<file path="src/rtl/dispatch_stage.sv">
// rtl/dispatch_stage.sv - issue-queue dispatch writer with pending buffer and credit tracking; optional same-cycle bypass under DISPATCH_BYPASS_EN
package dispatch_pkg;
    typedef logic [31:0] ISSUE_QUEUE_ELEMENT;
endpackage

module dispatch_stage
    import dispatch_pkg::*;
#(
    parameter int IQ_DEPTH   = 16,
    parameter int PUSH_WIDTH = 4
) (
    input  logic                     clk,
    input  logic                     rst,
    input  logic                     flush,
    input  logic                     dec_valid,
    input  ISSUE_QUEUE_ELEMENT [3:0] dec_data,
    input  logic [2:0]               dec_number,
    output logic                     dec_ready,
    input  logic [1:0]               iq_pop_number,
    output ISSUE_QUEUE_ELEMENT [3:0] iq_in_data,
    output logic [2:0]               iq_in_data_number,
    output logic [4:0]               credits,
    output logic [2:0]               pend_count
);
    localparam logic [4:0] DEPTH = 5'(IQ_DEPTH);
    localparam logic [2:0] PW    = 3'(PUSH_WIDTH);

    ISSUE_QUEUE_ELEMENT [3:0] pend;
    ISSUE_QUEUE_ELEMENT [3:0] pend_next;
    ISSUE_QUEUE_ELEMENT       cand [8];
    logic [2:0]               cred_cap;
    logic [2:0]               n_pend;
    logic [2:0]               n;
    logic [2:0]               pend_count_next;
    logic [3:0]               avail;
    logic [3:0]               total;
    logic                     accept;
    logic [5:0]               cred_sum;
    logic [4:0]               credits_next;

    // Push count: limited by entries on hand, credits and push width; a packet is taken only when the buffer fully drains
    always_comb begin
        cred_cap  = (credits > {2'b00, PW}) ? PW : credits[2:0];
        n_pend    = (pend_count > cred_cap) ? cred_cap : pend_count;
        dec_ready = !flush && (n_pend == pend_count);
        accept    = dec_valid && dec_ready;
        total     = {1'b0, pend_count} + (accept ? {1'b0, dec_number} : 4'd0);
`ifdef DISPATCH_BYPASS_EN
        avail     = total;
`else
        avail     = {1'b0, pend_count};
`endif
        if (flush) begin
            n = 3'd0;
        end else if (avail > {1'b0, cred_cap}) begin
            n = cred_cap;
        end else begin
            n = avail[2:0];
        end
        iq_in_data_number = n;
        pend_count_next   = 3'(total - {1'b0, n});
    end

    // Candidate stream in program order: buffered entries first, then the decode packet
    always_comb begin
        for (int i = 0; i < 8; i++) begin
            cand[3'(i)] = '0;
            if (i < int'(pend_count)) begin
                cand[3'(i)] = pend[2'(i)];
            end else if (i < int'(pend_count) + 4) begin
                cand[3'(i)] = dec_data[2'(i - int'(pend_count))];
            end
        end
    end

    // Push slots take the oldest n candidates; leftovers compact toward slot 0
    always_comb begin
        for (int i = 0; i < 4; i++) begin
            iq_in_data[i] = (i < int'(n)) ? cand[3'(i)] : '0;
            pend_next[i]  = (i < int'(pend_count_next)) ? cand[3'(int'(n) + i)] : '0;
        end
    end

    // Credit update: pushes consume and pops return on the same edge, clamped at queue depth
    always_comb begin
        cred_sum     = {1'b0, credits} - {3'b000, n} + {4'b0000, iq_pop_number};
        credits_next = (cred_sum > {1'b0, DEPTH}) ? DEPTH : cred_sum[4:0];
    end

    // State register: reset and flush both empty the buffer and restore full credit
    always_ff @(posedge clk) begin
        if (rst || flush) begin
            pend       <= '0;
            pend_count <= 3'd0;
            credits    <= DEPTH;
        end else begin
            pend       <= pend_next;
            pend_count <= pend_count_next;
            credits    <= credits_next;
        end
    end

    assert property (@(posedge clk) disable iff (rst) dec_valid |-> (dec_number <= 3'd4));
    assert property (@(posedge clk) disable iff (rst || flush) (cred_sum <= {1'b0, DEPTH}));

endmodule

</file>
<file path="config.mk">
export PLATFORM = sky130hd
export DESIGN_NAME = dispatch_stage
export DESIGN_NICKNAME = d
export VERILOG_FILES = /design/src/rtl/dispatch_stage.sv
export SDC_FILE = /design/constraint.sdc
export NUM_CORES = 1
export LEC_CHECK = 0
export CORE_ASPECT_RATIO = 1.1
export CORE_MARGIN = 10
export CORE_UTILIZATION = 33
export CTS_CLUSTER_DIAMETER = 120
export DETAILED_ROUTE_END_ITERATION = 8
export PLACE_DENSITY = 0.65
export SYNTH_ARGS = -nofsm -noshare
export SYNTH_HDL_FRONTEND = slang
export SYNTH_SLANG_ARGS = --single-unit
</file>
<file path="constraint.sdc">
create_clock -name clk -period 7.2 [get_ports clk]
set_clock_uncertainty 0.15 [all_clocks]
set_input_delay 0.72 -clock clk [delete_from_list [all_inputs] [get_ports clk]]
set_output_delay 0.72 -clock clk [all_outputs]
set_load 0.03 [all_outputs]
</file>
==> summary.txt <==
Status
  • Outcome: completed

Route
  • DRT iter0 DRCs: 384
  • Drt drc: 0
  • Via count: 7,626
  • Detail Route Antenna Nets: 0
  • Post-DR wirelength/cell: 20.21 um
  • Detailed-route vias per instance: around 5.3
  • Drt first pass iters: 6
  • Routed WL: 29,250 um

Logic synthesis
  • Yosys reg bits: 72
  • Mux share of post-synthesis cell area: 0.4209
  • Simple-gate portion of the synthesized area: 0.1835
  • Number of synthesized flops with an enable pin: 0
  • Main combinational cell family by area after synthesis: multiplexers
  • Synth top area share: 0.2670
  • Synth Area in Compound Gates: 0.1010
  • Post-synth ARST share: 0
  • Cell area after synthesis: 0.007610 sq mm
  • Sequential area share after synthesis: 0.1894
  • Top-count cell post-synth: nor2_1
  • Post-Syn Nets: 1,078
  • Syn Area/Cell: 8.245 sq um
  • Yosys warns: 128
  • Ranking of synthesized cells by area: mux2i_1, dfxtp_1, mux4_2, nor2_1, mux2_2
  • Synth top cells by count: nor2_1, mux2i_1, dfxtp_1, nand2_1, o21ai_0
  • Distinct cells, synth: 45
  • Synth area leader: mux2i_1
  • Ys flop type: dfxtp_1
  • Adder-Cell Fraction of Synth Area: 0.03354
  • Cells after synthesis: 923
  • XOR/XNOR share of the synthesized area: 0.009207

CTS
  • CTS resizes: 0
  • H-tree depth: 3
  • Reg clk slew, reported paths: approximately 60 ps
  • Clk sinks: roughly 70
  • Clk_lat worst skew: 340 ps
  • CTS tree: done
  • # Post-CTS Setup Buffers: 0
  • Num CTS Buffers: 9
  • Hold_buf cts: 0
  • Root Driver: clkbuf_16
  • CTS Buffer Depth: 2

Final layout
  • Util after Layout: 0.4749
  • Post-layout nets: 1,296
  • Fin cells: about 1,400
  • Layout cell share with drive strength beyond 1: 0.1152
  • Area growth syn-to-layout: 42.21%

Worst setup path
  • R2R Setup Slk: approximately 1500 ps
  • Reg-to-reg startpoint: pend_count[0]$_SDFF_PP0_
  • RR Endpoint: pend[50]$_SDFF_PP0_
  • CP Buf/Inv Count: 4
  • CP peak stage delay: 900 ps
  • CP endpoint: iq_in_data[1]
  • Critical path capture point type: output pin
  • Crit Path Max Fanout: 76
  • Worst path cell trace: inv_1 -> ha_1 -> nand3_1 -> o21ai_1 -> or3_1 -> a21oi_4 -> buf_4 -> buf_4 -> nor2b_4 -> nor2_1 -> clkdlybuf4s50_1
  • CP Data Required Time: 6330 ps
  • Launching element type of the critical path: register
  • Worst path top cell family by delay: buffers and inverters
  • Critical path class: reg2out
  • Critical Path Slowest Stage Cell: dfxtp_4
  • Stages on worst setup path: 11
  • CP Data Arrival Time: 5130 ps
  • Worst Reg-to-Reg Cells: 15
  • Most frequent CP cell: buf_4
  • Critical path origin: pend_count[0]$_SDFF_PP0_

Placement
  • IO buf count: 276
  • Placed cell count: around 1,400
  • Final HPWL DP: 21,300 um
  • GPL Wtd Cong: 0.8348

Die
  • I/O pins: ~280
  • Die W: about 160 um
  • Die footprint: 0.02954 sq mm
  • Core area: between 0.02 and 0.025 sq mm
  • Starting Density: 0.3340
  • Cell row count: 58
  • Die Y: 179.3 um

Timing
  • Final setup viols: 0
  • Final min period: ~6000 ps
  • Max Transition Viols Final: 0
  • Fmax: 0.1666 GHz
  • Sum Neg Setup Slack: 0 ps
  • Fin crit share: 0.8336
  • Rel. slew slack: 0.2729
  • RSZ-0062 raised after global routing: false
  • Hold Violations, Final: 0
  • Measured slew at the worst slew-check pin: 1085 ps

Global route
  • Vias in the first global route: between 7,000 and 8,000
  • Antenna violations before repair: 0
  • First-pass GRT wire length: between 40,000 and 50,000 um
  • All-Layer GR Usage: 0.1898
  • GRT overflow: 0
  • Largest net degree at the start of global routing: 92

Pwr
  • Worst vdd rail ir drop: 0.0001957 V
  • P_leak: 3.783 nW
  • Design Power: 2.676 mW
  • Pwr Density: between 200 and 250 mW/mm^2

Min path
  • Worst hold path type: reg2reg
  • Hold path depth: 3

Job
  • Max Cap Viol: 0
report_power, final:
part / switching, mW / internal [mW]
sequential: 0.0460 / 0.465
clock: 0.188 / 0.267
combinational: 1.00 / 0.706
total: 1.24 / 1.44
per-layer routing:
layer  share of wire  wire length [um]  up-vias  global-route usage
met5               0                 0        -                   0
met4          0.0094               274        0             0.03360
met3           0.080              2338       21             0.05214
met2            0.48             14140      264              0.3291
met1            0.43             12500     3643              0.2316
li1                -                 -     3698                   -
worst min-delay path, delay by kind of cell, from the launching register on:
kind	cells	cell delay [ps]
flip-flops	1	340
XOR/XNOR	1	160
AND/OR/NAND/NOR	2	160
through the flow:
stage	area [sq um]	worst slack (ps)	hold slack (ps)
after global placement	10530	1638	529.8
after detailed placement	10530	1480	521.2
final	10820	1198	538.9
after floorplan	7610	1373	491.2
after global routing	10820	910.1	569.8
after CTS	10820	1194	541.2
cell families after synthesis:
family	count (synthesis)
XOR/XNOR	8
multiplexers	271
buffers and inverters	102
AND/OR/NAND/NOR	320
flip-flops	72
AO/OA/AOI/OAI	132
adder cells (fa/ha/maj)	18
final cells by class:
type,instances,area [sq um]
clock buffers,10,229.0
fillers,2301,11970
multi-input cells,749,5758
repair buffers,289,2873
well taps,300,375.4
flip-flops and latches,72,1449
inverters,20,75.07
diodes,1,2.502
clock inverters,6,60.06
state kept, by name (all words and copies together) (netlist names):
name	cells
pend_count	3
pend	64
credits	5
layout by cell type (no fill, tap or decap), drive strengths merged, types with 2 or more instances in the layout:
cell type      synthesis  final
dfxtp                 72     72
or3                    3      3
o211ai                 2      2
nand3                  3      3
buf                   45     13
clkbuf                37     10
xnor2                  3      3
and2                   7      7
mux2i                203    203
a211oi                 3      3
a21o                   3      3
clkdlybuf4s50          0    276
a32oi                 10     10
ha                    14     14
clkinv                 0      3
nor2                 206    206
mux4                  36     36
fa                     4      4
nand2                 69     69
a21oi                 39     39
xor2                   5      5
inv                   20     20
mux2                  32     32
nor3                  25     25
nand3b                 2      2
clkinvlp               0      2
o21ai                 69     69
how the worst min path moves through the flow:
stage | from | endpoint
final | credits[4]$_SDFF_PP1_ | credits[4]$_SDFF_PP1_
after global routing | credits[4]$_SDFF_PP1_ | credits[4]$_SDFF_PP1_
after global placement | credits[4]$_SDFF_PP1_ | credits[4]$_SDFF_PP1_
after CTS | credits[4]$_SDFF_PP1_ | credits[4]$_SDFF_PP1_
after detailed placement | credits[4]$_SDFF_PP1_ | credits[4]$_SDFF_PP1_
after floorplan | pend[16]$_SDFF_PP0_ | pend[16]$_SDFF_PP0_
(Power assumes the default switching activity.)
